===== src/rtl/instruction_fetch_unit.sv =====
// rtl/instruction_fetch_unit.sv - fetch stage: PC, IF/ID register, jump pre-decode, stats counters
module instruction_fetch_unit #(
    parameter int unsigned     ADDR_W         = 8,
    parameter int unsigned     INSTR_W        = 16,
    parameter logic [4:0]      JUMP_OPCODE    = 5'b10101,
    parameter bit              PREDECODE_JUMP = 1'b1,
    parameter logic [INSTR_W-1:0] NOP         = '0,
    parameter int unsigned     CNT_W          = 16
) (
    input  logic               clk,
    input  logic               rst_n,
    input  logic               stall,
    input  logic               redirect,
    input  logic [ADDR_W-1:0]  redirect_target,
    output logic [ADDR_W-1:0]  mem_address,
    input  logic [INSTR_W-1:0] mem_instruction,
    output logic [ADDR_W-1:0]  pc,
    output logic [INSTR_W-1:0] if_id_instruction,
    output logic [ADDR_W-1:0]  if_id_pc,
    output logic               if_id_valid,
    output logic [CNT_W-1:0]   fetch_count,
    output logic [CNT_W-1:0]   flush_count
);

    logic [ADDR_W-1:0]  pc_q, pc_d;
    logic [INSTR_W-1:0] instr_q, instr_d;
    logic [ADDR_W-1:0]  id_pc_q, id_pc_d;
    logic               valid_q, valid_d;
    logic [CNT_W-1:0]   fetch_cnt_q, fetch_cnt_d;
    logic [CNT_W-1:0]   flush_cnt_q, flush_cnt_d;
    logic               is_jump;

    assign is_jump = PREDECODE_JUMP && (mem_instruction[INSTR_W-1:INSTR_W-5] == JUMP_OPCODE);

    // Priority: redirect overrides stall; stall freezes everything including counters.
    always_comb begin
        pc_d        = pc_q;
        instr_d     = instr_q;
        id_pc_d     = id_pc_q;
        valid_d     = valid_q;
        fetch_cnt_d = fetch_cnt_q;
        flush_cnt_d = flush_cnt_q;
        if (redirect) begin
            pc_d        = redirect_target;
            instr_d     = NOP;
            id_pc_d     = '0;
            valid_d     = 1'b0;
            flush_cnt_d = (flush_cnt_q == '1) ? flush_cnt_q : flush_cnt_q + CNT_W'(1);
        end else if (!stall) begin
            instr_d     = mem_instruction;
            id_pc_d     = pc_q;
            valid_d     = 1'b1;
            fetch_cnt_d = (fetch_cnt_q == '1) ? fetch_cnt_q : fetch_cnt_q + CNT_W'(1);
            pc_d        = is_jump ? mem_instruction[ADDR_W-1:0] : pc_q + ADDR_W'(1);
        end
    end

    always_ff @(posedge clk) begin
        if (!rst_n) begin
            pc_q        <= '0;
            instr_q     <= NOP;
            id_pc_q     <= '0;
            valid_q     <= 1'b0;
            fetch_cnt_q <= '0;
            flush_cnt_q <= '0;
        end else begin
            pc_q        <= pc_d;
            instr_q     <= instr_d;
            id_pc_q     <= id_pc_d;
            valid_q     <= valid_d;
            fetch_cnt_q <= fetch_cnt_d;
            flush_cnt_q <= flush_cnt_d;
        end
    end

    assign mem_address       = pc_q;
    assign pc                = pc_q;
    assign if_id_instruction = instr_q;
    assign if_id_pc          = id_pc_q;
    assign if_id_valid       = valid_q;
    assign fetch_count       = fetch_cnt_q;
    assign flush_count       = flush_cnt_q;

endmodule

===== config.mk =====
export PLATFORM = sky130hd
export DESIGN_NAME = instruction_fetch_unit
export DESIGN_NICKNAME = d
export VERILOG_FILES = /design/src/rtl/instruction_fetch_unit.sv
export SDC_FILE = /design/constraint.sdc
export NUM_CORES = 1
export LEC_CHECK = 0
export CORE_UTILIZATION = 45
export CTS_CLUSTER_DIAMETER = 200
export DETAILED_ROUTE_END_ITERATION = 10
export PLACE_DENSITY = 0.74
export SETUP_SLACK_MARGIN = 0.02
export SLEW_MARGIN = 20
export SYNTH_ARGS = -nofsm -noshare
export SYNTH_HDL_FRONTEND = slang
export SYNTH_SLANG_ARGS = --single-unit

===== constraint.sdc =====
create_clock -name clk -period 3.66 [get_ports clk]
set_input_delay 0.732 -clock clk [delete_from_list [all_inputs] [get_ports clk]]
set_output_delay 0.732 -clock clk [all_outputs]
set_load 0.1 [all_outputs]

==> out/results.tsv <==
metric	value	unit
finalHoldViolations	0	
worst_slew_pin_slew	1.00	ns
critPathTopFamily	buffers and inverters	
port_buffers	100	
vias	3070	
synthFlopType	dfxtp_1	
postCtsSetupBuffers	0	
grt_pass1_wl	12700	µm
status	finished, final reports clean	
cp_slowest_cell	clkdlybuf4s50_1	
cp_max_fo	9	
synth_commonest_cells	65 x dfxtp_1, 40 x mux2i_1, 40 x nand2_1	
fmax	360	MHz
finalCritPeriodShare	75.8	%
seq_area	0.00130	mm²
relSlewSlack	33.1	%
vdd_drop_max	0.238	mV
htreeDepth	3	
wl	8000	µm
drt-initial-drc-count	134	
cts_buffer_depth	2	
holdBufCountCts	0	
dp.cells	547	
first_pass_iters	4	
die_area	0.00746	mm²
synth_warnings	0	
fill_cells	588	
start_kind	flop	
p_per_area	401	mW/mm²
first_global_vias	2739	
synth_most_common_cell	dfxtp_1	
async_flop_share	0	%
nNetsFinal	493	
fp.dieH	86.4	µm
p_leak	1.59	nW
grt_max_degree	39	
initial_core_util	46.9	%
overflow	0	
rsz0062_at_grt	no	
hold_path.class	reg -> reg	
cp-end-kind	output pin	
final_antenna_net_count	0	
finalCriticalPeriod	2.78	ns
synth_fp_nets	403	
die_w	86.4	µm
crit_type	reg -> out	
clock_skew	0.00485	ns
post_drt_wl_per_cell	14.2	µm
area_delta_synth_final	38.6	%
setup_viol	0	
worstPathRequired	2.93	ns
cap_violations	0	
fp-row-count	30	
timing.hold.ws	0.472	ns
core	0.00683	mm²
cts-root-buf	clkbuf_8	
clock_latency	0.33	ns
gp_congestion	0.801	
ys_types	47	
path_clk_slew	0.07	ns
cts_tree	yes	
syn-instance-count	372	
multi_input_area	0.00173	mm²
syn_area	0.00320	mm²
worstPathCellList	clkdlybuf4s50_1	
synth_seq_cells	65	
synth_area_leader_cell	dfxtp_1	
drive_gt1_share	6.42	%
post_cts_resized	0	
antennaDiodeCount	0	
synth-edff-count	0	
via_per_inst	5.45	
synth.avg_cell_area	8.61	µm²
finalSetupTns	0	ns
grt_use_total	21.5	%
cts_buffers	9	
antenna_found_initial	0	
yosysSeqAreaShare	40.6	%
drc	0	
worstPathArrival	2.04	ns
dp_hpwl	5610	µm
ios	101	
slew_violations	0	
crit_buf_inv	1	
cts.sinks	65	
max_stage_delay	1.20	ns
synthTopCellsByArea	dfxtp_1 41%, mux2i_1 13%, nand2_1 4.7%, a21oi_1 3.8%, nor2_1 3.5%	
layout.cells.non_filler	563	
synth_top_area_share	40.6	%
## area by class of cell
cell class	count	area share [%]
clock buffer	11	3.19
sequential	65	29.3
inverter	10	0.846
multi-input combinational	270	38.9
tap	96	2.71
timing repair buffer	106	23.3
clock inverter	5	1.78
## placed cells by master, fill, tap and decap left out, types with 2 or more instances in the layout
master	synthesis	layout
clkdlybuf4s50_1	0	96
dfxtp_1	65	65
nand2_1	40	40
mux2i_1	40	40
nor2_1	30	30
a21oi_1	24	24
nand3_1	21	21
o21ai_0	16	16
nand2b_1	14	14
inv_1	10	10
clkbuf_8	0	10
buf_4	9	9
and3_1	6	6
a211oi_1	6	6
a31oi_1	6	6
or4_1	6	6
nand4_1	5	5
nor3_1	5	5
o31ai_1	5	5
nor4_1	5	5
o41ai_1	5	5
and4_1	3	3
o311ai_0	3	3
or3_1	3	3
ha_1	3	3
and4bb_2	2	2
o311a_1	2	2
a22o_1	2	2
clkinv_2	0	2
bufinv_16	0	2
## power by group
group	switching (mW)	total (mW)	internal, mW
combinational	0.252	0.352	0.0996
sequential	0.0236	0.749	0.726
clock	0.276	0.678	0.401
total	0.552	1.78	1.23
## sequential cells by signal (all words and copies together), names as in the netlist
register           count
if_id_valid            1
if_id_instruction     16
fetch_count           16
mem_address            8
if_id_pc               8
flush_count           16
## cells by family after synthesis
kind of cell | Yosys count | share of synthesized area (%)
flops | 65 | 40.6
simple gates | 149 | 24.5
buf+inv | 37 | 5.51
fa+ha+maj | 3 | 1.17
mux | 40 | 12.5
compound gates | 78 | 15.7
## through the flow
step	setup WS (ns)	util (%)	total power [mW]	instance area, µm²
6_report	0.885	65.0	1.78	4440
5_1_grt	0.829	65.0	1.84	4440
4_1_cts	0.880	65.0	1.79	4440
3_5_place_dp	1.13	61.7	1.12	4220
3_3_place_gp	1.16	61.7	1.11	4220
2_1_floorplan	1.18	-	1.02	3200
## worst paths after layout
| kind | to | slack [ns] | depth (start not counted) | from |
|---|---|---|---|---|
| setup / recovery | pc[0] | 0.88 | 1 | mem_address[0]$_SDFFE_PN0P_ |
| hold / removal | if_id_valid$_SDFFE_PP0N_ | 0.47 | 2 | if_id_valid$_SDFFE_PP0N_ |
| setup reg to reg | flush_count[8]$_SDFFE_PN0P_ | 1.75 | 5 | flush_count[0]$_SDFFE_PN0P_ |
| hold reg to reg | if_id_valid$_SDFFE_PP0N_ | 0.47 | 2 | if_id_valid$_SDFFE_PP0N_ |
## per-layer routing
layer	up-vias	global-route usage, %	wire length (µm)
met2	106	32.9	3480
met5	-	0	0
met4	0	7.12	62
met1	1419	28.6	3790
li1	1539	-	-
met3	6	7.24	659
Power figures use the tool's default switching activity.
